[config.mk]
export PLATFORM = sky130hd
export DESIGN_NAME = qpsk_tx_scheduler
export DESIGN_NICKNAME = d
export VERILOG_FILES = /design/src/rtl/qpsk_tx_scheduler.sv
export SDC_FILE = /design/constraint.sdc
export NUM_CORES = 1
export LEC_CHECK = 0
export CAP_MARGIN = 5
export CORE_MARGIN = 5
export CORE_UTILIZATION = 54
export DETAILED_ROUTE_END_ITERATION = 6
export GPL_ROUTABILITY_DRIVEN = 0
export PLACE_DENSITY = 0.95
export RECOVER_POWER = 50
export SYNTH_ARGS = -nofsm -noshare
export SYNTH_HDL_FRONTEND = slang
export SYNTH_SLANG_ARGS = --single-unit
[constraint.sdc]
create_clock -name clk -period 4.6 [get_ports clk]
set_input_delay 0.92 -clock clk [delete_from_list [all_inputs] [get_ports clk]]
set_output_delay 0.92 -clock clk [all_outputs]
set_load 0.01 [all_outputs]
[src/rtl/qpsk_tx_scheduler.sv]
// qpsk_tx_scheduler: builds one transmit frame (preamble, sync word, payload
// dibits, guard interval) from a byte stream and hands the QPSK modulator one
// symbol per mod_req slot. Also owns the modulator carrier tuning word, which
// is only ever updated at the start of a frame.
module qpsk_tx_scheduler #(
    parameter int          PREAMBLE_SYMS = 32,
    parameter logic [15:0] SYNC_WORD     = 16'hD391,
    parameter int          GUARD_SYMS    = 8,
    parameter logic [31:0] FCW_DEFAULT   = 32'h028F5C29
) (
    input  logic        clk,
    input  logic        reset,
    input  logic        tx_enable,
    input  logic [31:0] cfg_fcw,
    input  logic [7:0]  s_data,
    input  logic        s_valid,
    input  logic        s_last,
    output logic        s_ready,
    input  logic        mod_req,
    output logic [1:0]  symbol_in,
    output logic        symbol_en,
    output logic [31:0] fcw,
    output logic        busy,
    output logic        frame_done,
    output logic        underrun
);

    typedef enum logic [2:0] {
        ST_IDLE,
        ST_PREAMBLE,
        ST_SYNC,
        ST_PAYLOAD,
        ST_GUARD
    } state_t;

    localparam logic [7:0] PRE_LAST   = 8'(PREAMBLE_SYMS - 1);
    localparam logic [7:0] GUARD_LAST = 8'(GUARD_SYMS - 1);
    localparam logic [7:0] SYNC_LAST  = 8'd7;

    state_t      r_state;
    state_t      w_state_next;

    // Slot counter shared by preamble, sync and guard phases.
    logic [7:0]  r_cnt;

    // Byte being serialised (shifted left two bits per dibit) and its spare.
    logic [7:0]  r_cur;
    logic        r_cur_valid;
    logic        r_cur_last;
    logic [1:0]  r_dib_idx;
    logic [7:0]  r_nxt;
    logic        r_nxt_valid;
    logic        r_nxt_last;
    logic        r_last_seen;

    // Registered modulator-facing outputs.
    logic [1:0]  r_symbol_in;
    logic        r_symbol_en;
    logic [31:0] r_fcw;
    logic        r_frame_done;
    logic        r_underrun;

    logic        w_accept;
    logic        w_pay_emit;
    logic        w_byte_end;
    logic        w_refill;
    logic [15:0] w_sync_shift;
    logic [1:0]  w_sym_next;
    logic        w_sym_en_next;
    logic        w_frame_done_next;
    logic        w_underrun_next;

    // Sync dibit k sits in the top two bits after shifting left by 2k.
    assign w_sync_shift = SYNC_WORD << {r_cnt[2:0], 1'b0};

    // A payload dibit goes out on this slot only if a byte is already in cur.
    assign w_pay_emit = (r_state == ST_PAYLOAD) && mod_req && r_cur_valid;
    assign w_byte_end = w_pay_emit && (r_dib_idx == 2'd3);
    // A byte accepted on the very slot cur drains is passed straight to cur.
    assign w_refill   = r_nxt_valid || w_accept;

    // State register.
    always_ff @(posedge clk or negedge reset) begin
        if (!reset) begin
            r_state <= ST_IDLE;
        end else begin
            r_state <= w_state_next;
        end
    end

    // Next-state logic; everything except the frame start waits for a slot.
    always_comb begin
        w_state_next = r_state;
        case (r_state)
            ST_IDLE: begin
                if (tx_enable && s_valid) begin
                    w_state_next = ST_PREAMBLE;
                end
            end
            ST_PREAMBLE: begin
                if (mod_req && (r_cnt == PRE_LAST)) begin
                    w_state_next = ST_SYNC;
                end
            end
            ST_SYNC: begin
                if (mod_req && (r_cnt == SYNC_LAST)) begin
                    w_state_next = ST_PAYLOAD;
                end
            end
            ST_PAYLOAD: begin
                if (mod_req) begin
                    if (!r_cur_valid) begin
                        w_state_next = ST_GUARD;
                    end else if ((r_dib_idx == 2'd3) && (r_cur_last || !w_refill)) begin
                        w_state_next = ST_GUARD;
                    end
                end
            end
            ST_GUARD: begin
                if (mod_req && (r_cnt == GUARD_LAST)) begin
                    w_state_next = ST_IDLE;
                end
            end
            default: w_state_next = ST_IDLE;
        endcase
    end

    // Output decode: handshake, busy, and the values the output registers take.
    always_comb begin
        busy              = (r_state != ST_IDLE);
        s_ready           = ((r_state == ST_SYNC) || (r_state == ST_PAYLOAD))
                            && !r_nxt_valid && !r_last_seen;
        w_accept          = s_valid && s_ready;
        w_sym_next        = r_symbol_in;
        w_sym_en_next     = r_symbol_en;
        w_frame_done_next = 1'b0;
        w_underrun_next   = 1'b0;
        if (mod_req) begin
            case (r_state)
                ST_PREAMBLE: begin
                    w_sym_next    = r_cnt[0] ? 2'b10 : 2'b00;
                    w_sym_en_next = 1'b1;
                end
                ST_SYNC: begin
                    w_sym_next    = w_sync_shift[15:14];
                    w_sym_en_next = 1'b1;
                end
                ST_PAYLOAD: begin
                    if (r_cur_valid) begin
                        w_sym_next    = r_cur[7:6];
                        w_sym_en_next = 1'b1;
                        if ((r_dib_idx == 2'd3) && !r_cur_last && !w_refill) begin
                            w_underrun_next = 1'b1;
                        end
                    end else begin
                        // Nothing to send on the first payload slot.
                        w_sym_next      = 2'b00;
                        w_sym_en_next   = 1'b0;
                        w_underrun_next = 1'b1;
                    end
                end
                ST_GUARD: begin
                    w_sym_next    = 2'b00;
                    w_sym_en_next = 1'b0;
                    if (r_cnt == GUARD_LAST) begin
                        w_frame_done_next = 1'b1;
                    end
                end
                default: begin
                    w_sym_next    = r_symbol_in;
                    w_sym_en_next = r_symbol_en;
                end
            endcase
        end
    end

    // Slot counter: restarts on every phase change, advances once per slot.
    always_ff @(posedge clk or negedge reset) begin
        if (!reset) begin
            r_cnt <= 8'd0;
        end else if (w_state_next != r_state) begin
            r_cnt <= 8'd0;
        end else if (mod_req && ((r_state == ST_PREAMBLE) || (r_state == ST_SYNC)
                                 || (r_state == ST_GUARD))) begin
            r_cnt <= r_cnt + 8'd1;
        end
    end

    // Byte buffers: serialise cur, refill it from nxt, park new bytes in nxt.
    always_ff @(posedge clk or negedge reset) begin
        if (!reset) begin
            r_cur       <= 8'd0;
            r_cur_valid <= 1'b0;
            r_cur_last  <= 1'b0;
            r_dib_idx   <= 2'd0;
            r_nxt       <= 8'd0;
            r_nxt_valid <= 1'b0;
            r_nxt_last  <= 1'b0;
            r_last_seen <= 1'b0;
        end else if (r_state == ST_IDLE) begin
            r_cur_valid <= 1'b0;
            r_cur_last  <= 1'b0;
            r_dib_idx   <= 2'd0;
            r_nxt_valid <= 1'b0;
            r_nxt_last  <= 1'b0;
            r_last_seen <= 1'b0;
        end else begin
            if (w_pay_emit) begin
                if (w_byte_end) begin
                    r_dib_idx <= 2'd0;
                    if (r_cur_last) begin
                        r_cur_valid <= 1'b0;
                    end else if (r_nxt_valid) begin
                        r_cur       <= r_nxt;
                        r_cur_last  <= r_nxt_last;
                        r_nxt_valid <= 1'b0;
                    end else if (w_accept) begin
                        r_cur      <= s_data;
                        r_cur_last <= s_last;
                    end else begin
                        r_cur_valid <= 1'b0;
                    end
                end else begin
                    r_cur     <= {r_cur[5:0], 2'b00};
                    r_dib_idx <= r_dib_idx + 2'd1;
                end
            end
            if (w_accept) begin
                if (s_last) begin
                    r_last_seen <= 1'b1;
                end
                if (!r_cur_valid) begin
                    r_cur       <= s_data;
                    r_cur_valid <= 1'b1;
                    r_cur_last  <= s_last;
                end else if (!w_byte_end) begin
                    r_nxt       <= s_data;
                    r_nxt_valid <= 1'b1;
                    r_nxt_last  <= s_last;
                end
            end
        end
    end

    // Modulator outputs, status pulses and the per-frame carrier word.
    always_ff @(posedge clk or negedge reset) begin
        if (!reset) begin
            r_symbol_in  <= 2'b00;
            r_symbol_en  <= 1'b0;
            r_fcw        <= FCW_DEFAULT;
            r_frame_done <= 1'b0;
            r_underrun   <= 1'b0;
        end else begin
            r_symbol_in  <= w_sym_next;
            r_symbol_en  <= w_sym_en_next;
            r_frame_done <= w_frame_done_next;
            r_underrun   <= w_underrun_next;
            if ((r_state == ST_IDLE) && (w_state_next == ST_PREAMBLE)) begin
                r_fcw <= cfg_fcw;
            end
        end
    end

    assign symbol_in  = r_symbol_in;
    assign symbol_en  = r_symbol_en;
    assign fcw        = r_fcw;
    assign frame_done = r_frame_done;
    assign underrun   = r_underrun;

endmodule

Word level (Yosys, flattened, before mapping) --
Index checks and enable logic that the tools add are counted.
Cells by class: add/sub/neg operators 2, equal/unequal tests 10, shifts and indexed selects 1, multiplexer cells 62, bitwise logic cells 2, reductions and logical operators 38
Operators by type and width (count):
- 2-to-1 mux 8 bit | 9
- 2-to-1 mux 1 bit | 38
- 2-to-1 mux 3 bit | 7
- << shifter 16 x 4 -> 16 bit (first input constant) | 1
- one-hot mux 3 bit (5 select lines) | 1
- logical AND 1 bit | 14
- 2-to-1 mux 2 bit | 5
- nonzero test 2 bit | 5
- adder 8 x 1 -> 8 bit (second input constant) | 1
- equality test 8 x 3 -> 1 bit (second input constant) | 1
- equality test 8 x 5 -> 1 bit (second input constant) | 1
- one-hot mux 2 bit (4 select lines) | 1
- equality test 3 x 1 -> 1 bit (second input constant) | 2
- equality test 3 x 2 -> 1 bit (second input constant) | 2
- AND reduction 2 bit | 3
- nonzero test 3 bit | 2
- logical OR 1 bit | 5
- zero test 1 bit | 4
- AND reduction 4 bit | 1
- nonzero test 4 bit | 1
- equality test 3 bit (second input constant) | 1
- zero test 3 bit | 1
- != test 3 bit | 1
- one-hot mux 1 bit (3 select lines) | 1
- other kinds (6) | 7
Word-level totals: bits in registers 71, input bits 46, output and inout port bits 39, word-level logic and storage cells 130

Longest topological paths before layout --
Gate-level depths: netlist (run 1).
depth after elaboration 15, gate-level depth with buffers 8, depth with buffers taken out 7

Worst setup path after synthesis (run 1) --
Ideal clock, no wire load.
path kind input port to flip-flop, from input mod_req, to register r_cnt[0], library setup time 0.138 ns, data arrival time 2.075 ns, data required time 4.462 ns, slack 2.387 ns, stages on the path 5, path buffers 0, cell sequence or4b_4 > nor2_4 > nand2_2 > a221oi_4 > nor3_1
On the way: word-level cells in the longest chain between the ends 5, elaborated cells between the ends (all ways) 11, those cells by class 1 x eq/ne; 6 x mux; 4 x reduce/logical
RTL lines:
- from (decl) | RTL line 19 | input logic mod_req,
- logical AND 1 bit, on equally long branches | RTL line 106, 120, 101
- 2-to-1 mux 3 bit, on equally long branches | RTL line 120, 101, 106
- one-hot mux 3 bit (5 select lines) | RTL line 94 | case (r_state)
- != test 3 bit | RTL line 181 | end else if (w_state_next != r_state) begin
- 2-to-1 mux 8 bit or nonzero test 2 bit (tied branches)
- to (signal assigned) | RTL line 185 | r_cnt <= r_cnt + 8'd1;
- to (decl) | RTL line 44 | logic [7:0] r_cnt;
Parallel ways exist; a longest one is shown, timed or not. A chain may end at the register's enable or synchronous reset.

Worst setup path in the final report (run 1) --
from register r_nxt_valid, to output s_ready
On the way: word-level cells in the longest chain between the ends 3
RTL lines:
- from (decl) | RTL line 52 | logic r_nxt_valid;
- from (signal assigned) | RTL line 197 | r_nxt_valid <= 1'b0;
- from (signal assigned) | RTL line 204 | r_nxt_valid <= 1'b0;
- from (signal assigned) | RTL line 216 | r_nxt_valid <= 1'b0;
- zero test 1 bit | RTL line 132 | && !r_nxt_valid && !r_last_seen;
- logical AND 1 bit (2 in a row) | RTL line 132
- to (decl) | RTL line 18 | output logic s_ready,
No other way between the ends.

==> reports/results.ini, run 1 <==
[floorplan]
die_h_um=90.94
rows=29
initial_utilization_pct=55.70
core_um2=6350
num_io_pins=85
die-area_um2=8269
die_w_um=90.94

[outcome]
violations=capacitance limit, slew limit
status=finished with violations

[run]
max_cap_viol_count=1

[placement]
dpl.hpwl_mm=5.855
io_buffers=84
dp_slack_ps=1425

[setup_path]
r2r_start=r_nxt_valid$_DFF_PN0_
required_ps=3680
cp-start-kind=register
crit_start=r_nxt_valid$_DFF_PN0_
critPathKind=reg -> out
crit_fanout=21
end_kind=output pin
worstPathArrival_ps=2500

[yosys]
async_flop_share_pct=100.0
synth_area_per_cell_um2=10.75
yosys_warnings=0
synth-seq-cells=71
ys_seq_area_share_pct=50.69
synthCells=329
synth-edff-count=0
synth_cell_types=54
ys.flop_type=dfrtp_1
synth_area_um2=3537
syn_nets=379

[finish]
drive_above_1_share_pct=18.16
layout_commonest_cell=clkdlybuf4s50_1
diodes=0
area_delta_synth_final_pct=28.86
final_cell_mix=clkdlybuf4s50_1, dfrtp_1, mux2_2, nor2_1, nand2_1
nets=458

[drt]
viasPerCell=5.635
wl_per_cell_um=16.51
firstDrtPassIters=5
drc=0
dr_total_vias=2761
wirelength_mm=8.092
postRouteAntennaNets=0
drtIter0Drc=165

[sta]
finalCritPeriodShare_pct=74.43
worst_pin_slew_ps=1572
rsz0062_at_grt=no
relSlewSlack_pct=-4.793
final-max-slew-violation-count=30
worst_slack_ps=1176
fmax_mhz=292.1
min_period_ps=3424
fin_skew_ps=8.660
setup_violations=0
hold_viol=0
setup_tns_ps=0

[global_routing]
grt.total_usage_pct=20.19
antenna_found_initial=0
grt_pass1_vias=2757
grt_max_degree=44
grt-ovfl-total=0
grt_pass1_wl_mm=13.57

[clock_tree]
clockBufferDepth=2
cts_buffers=9
holdBufCountCts=0
cts_setup_buffers=0
path_clk_slew_ps=70
cts_tree=built
cts_sinks=71
ctsRootBufferMaster=clkbuf_8
post_cts_resized=0
cts_max_level=3
clock_latency_ps=350

[worst_hold_path]
hold_path.startpoint=r_nxt[2]$_DFFE_PN0P_
hp-class=reg -> reg

[power]
power_density_nw_per_um2=515.1
ir_worst_vdd_mv=0.4873
p_leak_nw=1.972

## stage by stage
step / instances / hold slack (ps) / utilization, % / instance area, um2 / total power [W]
floorplan: 329 / 449.3 / - / 3537 / 0.001466
global placement: 474 / 467.8 / 69.20 / 4394 / 0.001864
detailed placement: 474 / 480.8 / 69.20 / 4394 / 0.001912
CTS: 490 / 497.3 / 72.08 / 4577 / 0.002395
global route: 490 / 521.7 / 71.78 / 4558 / 0.002492
finish: 490 / 493.0 / 71.78 / 4558 / 0.002348
## cells in the mapped netlist (all sizes together), types with 7 or more instances
cell type / n / area [um2]
dfrtp: 58 / 1451
mux2: 41 / 461.7
nor2: 35 / 138.9
nand2: 28 / 107.6
a21oi: 18 / 90.09
nand3: 17 / 90.09
dfstp: 13 / 341.6
buf: 11 / 63.81
o21ai: 11 / 58.81
nor3: 10 / 55.05
mux2i: 9 / 90.09
inv: 8 / 30.03
clkbuf: 7 / 26.28
## worst paths after layout
kind                                        end  slack (ps)  depth (start not counted)
max in group asynchronous   fcw[30]$_DFFE_PN0P_        1900                          2
setup / recovery                        s_ready        1180                          2
setup reg to reg           r_cur[7]$_DFFE_PN0N_        1870                          5
hold reg to reg            r_nxt[2]$_DFFE_PN0P_         490                          1
min in group asynchronous  r_cnt[0]$_DFFE_PN0P_         950                          1
hold / removal             r_nxt[2]$_DFFE_PN0P_         490                          1
## cell type report
cell class / count / area [um2]
Clock buffer: 12 / 135.1
Clock inverter: 4 / 47.55
Multi-Input combinational cell: 231 / 1605
Tap cell: 77 / 96.34
Inverter: 9 / 33.78
Sequential cell: 71 / 1793
Fill cell: 443 / 1792
Timing Repair Buffer: 86 / 847.1
## state kept, by name, indices dropped and copies added (netlist names)
register,flops
r_cur_last,1
symbol_in,2
r_last_seen,1
r_state,3
fcw,32
frame_done,1
underrun,1
symbol_en,1
r_nxt_valid,1
r_dib_idx,2
r_cur,8
r_nxt_last,1
r_cur_valid,1
r_nxt,8
r_cnt,8
## power by group
part | total (W) | leakage (nW) | internal [W] | switching, W
clock network | 0.000476 | 0.0904 | 0.000249 | 0.000227
logic | 0.000863 | 0.986 | 0.000496 | 0.000367
registers | 0.00101 | 0.895 | 0.000852 | 0.000157
total | 0.00235 | 1.97 | 0.00160 | 0.000751
## per-layer routing
layer / wire, um / global-route usage, % / vias to the layer above
met5: 0 / 0 / -
met4: 153 / 7.457 / 0
met3: 523 / 5.785 / 14
met2: 4162 / 33.77 / 97
met1: 3253 / 24.85 / 1324
li1: - / - / 1326
## worst max-delay path, stage by stage (launching register included)
cell             delay, ps
dfrtp_1                670
nor4b_1                800
clkdlybuf4s50_1        680
## logic make-up after synthesis
group           share of synthesized area (%)
simple gates                            16.63
fa+ha+maj                               1.415
flops                                   50.69
compound gates                          10.19
xor+xnor                                1.981
buf+inv                                 3.502
mux                                     15.60
(Power assumes the default switching activity.)
==> inputs of run 2 (changes only) <==
CORE_UTILIZATION = 45   (was 54)
PLACE_DENSITY = 0.87   (was 0.95)
clock period = 3 ns   (was 4.6 ns; I/O delays follow)
==> run 2 against run 1 <==
The run still ends with capacitance limit, slew limit left. Combinational power increased by 59%. Power increased by 58%. Worst hold slack got worse by 13 ps. Global-route usage decreased by 3.2 points. Clock power increased by 77%. Register-to-register slack got worse by 1200 ps. Via count decreased by 0.43%. Sequential power increased by 50%. Sequential cell count unchanged.
==> reports/results.ini, run 2 (synthesized netlist as in run 1, its figures left out) <==
[finish]
layout_commonest_cell=clkdlybuf4s50_1
drive_above_1_share_pct=19.42  ; +1.3 points
nets=462  ; +0.87%
area_delta_synth_final_pct=31.66
largest_reg_flops=32  ; unchanged
instances_no_fill=519  ; +5.9%
finish.instance_area_um2=4657  ; +2.2%
final_cell_mix=clkdlybuf4s50_1, dfrtp_1, mux2_2, nor2_1, nand2_1
diodes=0  ; unchanged

[drt]
postRouteAntennaNets=0  ; unchanged
wirelength_mm=7.933  ; -2.0%
wl_met3_um=382  ; -27%
m1WireLength_mm=3.344  ; +2.8%
drc=0  ; unchanged
highest-signal-layer=met4
dr_total_vias=2749  ; -0.43%
drtIter0Drc=155  ; -6.1%
viasPerCell=5.297  ; -6.0%
wl_per_cell_um=15.29  ; -7.4%
firstDrtPassIters=4  ; -1
met2_length_mm=4.059  ; -2.5%

[floorplan]
core_um2=7687  ; +21%
die-area_um2=9734  ; +18%
num_io_pins=85  ; unchanged
initial_utilization_pct=46.01  ; -9.7 points
rows=32  ; +10%
die_h_um=98.66  ; +8.5%
die_w_um=98.66  ; +8.5%

[global_routing]
grt-ovfl-total=0  ; unchanged
antenna_found_initial=0  ; unchanged
grt.total_usage_pct=17.03  ; -3.2 points
grt_pass1_vias=2827  ; +2.5%
grt_pass1_wl_mm=13.39  ; -1.3%
grt_max_degree=72  ; +64%

[power]
ir_worst_vdd_mv=0.4207  ; -14%
p_leak_nw=2.010  ; +2.0%
power_density_nw_per_um2=799.0  ; +55%

[sta]
setup_violations=0  ; unchanged
min_period_ps=2691
final-max-slew-violation-count=72  ; +140%
worst_pin_slew_ps=1754  ; +182.1 ps
rsz0062_at_grt=no
finalCritPeriodShare_pct=89.69
fmax_mhz=371.6
hold_viol=0  ; unchanged
relSlewSlack_pct=-16.93  ; -12 points
fin_skew_ps=12.41  ; +3.753 ps
setup_tns_ps=0  ; unchanged

[setup_path]
crit_slowest_cell=clkdlybuf4s50_1
worst_path_largest_cell_delay_ps=560  ; -240 ps
crit_start=r_state[1]$_DFF_PN0_
critPathKind=reg -> out
crit_chain=nor3_2 -> clkinv_1 -> clkdlybuf4s50_1
required_ps=2400  ; -1280 ps
cp-start-kind=register
end_kind=output pin
r2r_start=r_state[2]$_DFF_PN0_
worstPathArrival_ps=2090  ; -410 ps
crit_fanout=15  ; -29%

[clock_tree]
cts_buffers=9  ; unchanged
post_cts_resized=0  ; unchanged
cts_sinks=71  ; unchanged
cts_max_level=3  ; unchanged
clockBufferDepth=2  ; unchanged
cts_setup_buffers=0  ; unchanged
path_clk_slew_ps=80  ; about the same
ctsRootBufferMaster=clkbuf_8
cts_tree=built
clock_latency_ps=340  ; about the same
holdBufCountCts=0  ; unchanged

[worst_hold_path]
hold_path.startpoint=symbol_in[1]$_DFFE_PN0P_
hp-class=reg -> reg

[placement]
placed_area_um2=4456  ; +1.4%
dpl.hpwl_mm=5.685  ; -2.9%
placed_cells=503  ; +6.1%
io_buffers=84  ; unchanged

[outcome]
violations=capacitance limit, slew limit
status=finished with violations

[run]
max_cap_viol_count=1  ; unchanged

==> run 2: changes by cell type in the layout (fill, tap and decap cells not counted), moves of 3 or more <==
cell	before	now
buf_4	1	4
clkdlybuf4s50_1	70	73
dlygate4sd3_1	13	10
clkbuf_1	4	1
==> run 2: final timing paths <==
check,end,slack [ps],cells after the start
setup / recovery,busy,310,3
hold / removal,symbol_in[1]$_DFFE_PN0P_,480,2
setup reg to reg,r_nxt[2]$_DFFE_PN0P_,700,5
hold reg to reg,symbol_in[1]$_DFFE_PN0P_,480,2
max in group asynchronous,r_cnt[6]$_DFFE_PN0P_,1160,2
min in group asynchronous,fcw[26]$_DFFE_PN0P_,820,2
==> run 2: cell type report <==
type | count | area (um2)
Clock buffer | 9 | 123.9
Clock inverter | 7 | 95.09
Fill cell | 634 | 3030
Inverter | 9 | 33.78
Multi-Input combinational cell | 231 | 1609
Sequential cell | 71 | 1793
Tap cell | 102 | 127.6
Timing Repair Buffer | 90 | 874.6
==> run 2: power breakdown <==
| part | internal, W | leakage [nW] | total [W] | switching, W |
|---|---|---|---|---|
| registers | 0.00131 | 0.895 | 0.00151 | 0.000200 |
| clock network | 0.000469 | 0.110 | 0.000841 | 0.000372 |
| logic | 0.000773 | 1.01 | 0.00137 | 0.000600 |
==> run 2: metrics by stage <==
| step | setup WS, ps | power (W) | util (%) | hold slack (ps) |
|---|---|---|---|---|
| finish | 309.2 | 0.003721 | 60.58 | 480.3 |
| floorplan | 1107 | 0.002247 | - | 304.4 |
| global route | 170.5 | 0.003950 | 60.58 | 522.4 |
| detailed placement | 446.2 | 0.002948 | 57.96 | 480.8 |
| CTS | 295.1 | 0.003805 | 60.81 | 485.0 |
| global placement | 497.3 | 0.002877 | 57.96 | 464.4 |
==> run 2: layer usage <==
metal | vias to the layer above | GRT usage (%)
met4 | 0 | 7.038
met3 | 13 | 4.529
met5 | - | 0
met2 | 78 | 29.17
li1 | 1321 | -
met1 | 1337 | 20.29
==> run 2: critical path, delay by kind of cell, from the launching register on <==
family                 cells  cell delay (ps)
AND/OR/NAND/NOR            1              350
buffers and inverters      2              860
flip-flops                 1              540
==> inputs of run 3 (changes only) <==
==> constraint.sdc (replaced) <==
create_clock -name clk -period 3 [get_ports clk]
set_input_delay 0.6 -clock clk [delete_from_list [all_inputs] [get_ports clk]]
set_output_delay 0.6 -clock clk [all_outputs]
set_load 0.02 [all_outputs]
==> run 3 against run 2 <==
The run still ends with capacitance limit, slew limit left. Critical path depth stayed put. Combinational power is 14% higher. Core utilization is 0.15 points higher. Die area stayed put. Sequential share of layout area is 0.093 points lower. Clock-buffer cell count is 3 higher. Final cell count stayed put. Non-clock buffer count stayed put. Worst hold slack better by 5.1 ps. Power is 6.0% higher. Cell area is 0.24% higher. Sequential cell count stayed put.
==> reports/results.ini, run 3 (synthesized netlist as in run 1, its figures left out) <==
[outcome]
status=finished with violations
violations=capacitance limit, slew limit

[power]
power_density_nw_per_um2=844.9  ; +5.8%
p_leak_nw=2.009  ; about the same
ir_worst_vdd_mv=0.5201  ; +24%

[sta]
setup_tns_ps=0  ; unchanged
final-max-slew-violation-count=31  ; -57%
setup_violations=0  ; unchanged
fmax_mhz=363.2  ; -2.3%
fin_skew_ps=10.52  ; -1.889 ps
relSlewSlack_pct=-1.683  ; +15 points
worst_slack_ps=246.9  ; -62.31 ps
min_period_ps=2753  ; +62.31 ps
hold_viol=0  ; unchanged
rsz0062_at_grt=no
worst_pin_slew_ps=1525  ; -228.8 ps
finalCritPeriodShare_pct=91.77  ; +2.1 points

[global_routing]
grt-ovfl-total=0  ; unchanged
grt_pass1_vias=2779  ; -1.7%
antenna_found_initial=0  ; unchanged
grt_pass1_wl_mm=13.52  ; +0.93%
grt_max_degree=43  ; -40%
grt.total_usage_pct=17.06  ; +0.023 points

[finish]
largest_reg_flops=32  ; unchanged
final_util_pct=60.73  ; +0.15 points
nets=462  ; unchanged
finish.instance_area_um2=4668  ; +0.24%
area_delta_synth_final_pct=31.98
drive_above_1_share_pct=18.94  ; -0.48 points
diodes=0  ; unchanged
instances_no_fill=519  ; unchanged
final_cell_mix=clkdlybuf4s50_1, dfrtp_1, mux2_2, nor2_1, nand2_1
layout_commonest_cell=clkdlybuf4s50_1

[setup_path]
required_ps=2400  ; about the same
cp-start-kind=register
worst_path_largest_cell_delay_ps=630  ; +70 ps
crit_slowest_cell=clkdlybuf4s50_1
crit_chain=nor3_2 -> clkinv_1 -> clkdlybuf4s50_1
end_kind=output pin
crit_fanout=15  ; unchanged
critPathKind=reg -> out
worstPathArrival_ps=2150  ; +60 ps

[placement]
dp_slack_ps=471.4  ; +25.17 ps
io_buffers=84  ; unchanged
dpl.hpwl_mm=5.684  ; about the same
placed_cells=503  ; unchanged
placed_area_um2=4468  ; +0.28%

[drt]
viasPerCell=5.235  ; -1.2%
drtIter0Drc=217  ; +40%
dr_total_vias=2717  ; -1.2%
drc=0  ; unchanged
wl_per_cell_um=15.34  ; +0.38%
firstDrtPassIters=4  ; unchanged
postRouteAntennaNets=0  ; unchanged
wirelength_mm=7.963  ; +0.38%

[clock_tree]
cts_buffers=9  ; unchanged
holdBufCountCts=0  ; unchanged
cts_max_level=3  ; unchanged
cts_setup_buffers=0  ; unchanged
cts_sinks=71  ; unchanged
ctsRootBufferMaster=clkbuf_8
clock_latency_ps=340  ; about the same
post_cts_resized=0  ; unchanged
cts_tree=built
clockBufferDepth=2  ; unchanged
path_clk_slew_ps=70  ; about the same

[floorplan]
core_um2=7687  ; unchanged
die-area_um2=9734  ; unchanged
die_h_um=98.66  ; unchanged
die_w_um=98.66  ; unchanged
rows=32  ; unchanged
num_io_pins=85  ; unchanged
initial_utilization_pct=46.01  ; unchanged

[run]
max_cap_viol_count=1  ; unchanged

[worst_hold_path]
hp-class=reg -> reg

## run 3: critical path, delay by kind of cell, from the launching register on
kind          cells  cell delay, ps
buf+inv           2             940
flops             1             550
simple gates      1             330
## run 3: where the power goes
part / total [W] / leakage [nW] / switching [W] / internal [W]
Sequential: 0.00151 / 0.895 / 0.000202 / 0.00131
Clock: 0.000879 / 0.113 / 0.000362 / 0.000517
Combinational: 0.00156 / 1.00 / 0.000779 / 0.000778
## run 3: cell type report
type                    count  area, um2
clock buffers              12      155.1
clock inverters             4      76.32
fillers                   619       3019
inverters                   9      33.78
multi-input cells         231       1609
flip-flops and latches     71       1793
well taps                 102      127.6
repair buffers             90      873.3
## run 3: per-stage QoR
stage,total power (W),hold WS [ps]
floorplan,0.002424,304.4
global placement,0.003056,465.6
detailed placement,0.003125,479.1
CTS,0.004009,301.5
global route,0.004177,524.8
finish,0.003944,485.4
## run 3: path summary, 6_finish.rpt
kind,from,end,slack [ps],cells past startpoint
worst max-delay path,r_state[1]$_DFF_PN0_,busy,250,3
worst min-delay path,symbol_in[1]$_DFFE_PN0P_,symbol_in[1]$_DFFE_PN0P_,490,2
worst max register to register,r_state[2]$_DFF_PN0_,r_cur[2]$_DFFE_PN0N_,710,6
worst min register to register,symbol_in[1]$_DFFE_PN0P_,symbol_in[1]$_DFFE_PN0P_,490,2
max in group asynchronous,reset,r_cnt[7]$_DFFE_PN0P_,620,2
min in group asynchronous,reset,fcw[27]$_DFFE_PN0P_,610,1
## run 3: layer usage
layer  share of wire [%]  vias up  global-route usage (%)  wire length, um
met2                  52       75                   29.75             4139
li1                    -     1332                       -                -
met5                   0        -                       0                0
met1                  42     1298                   20.96             3314
met3                 5.2       12                   4.812              413
met4                 1.2        0                   4.097               95
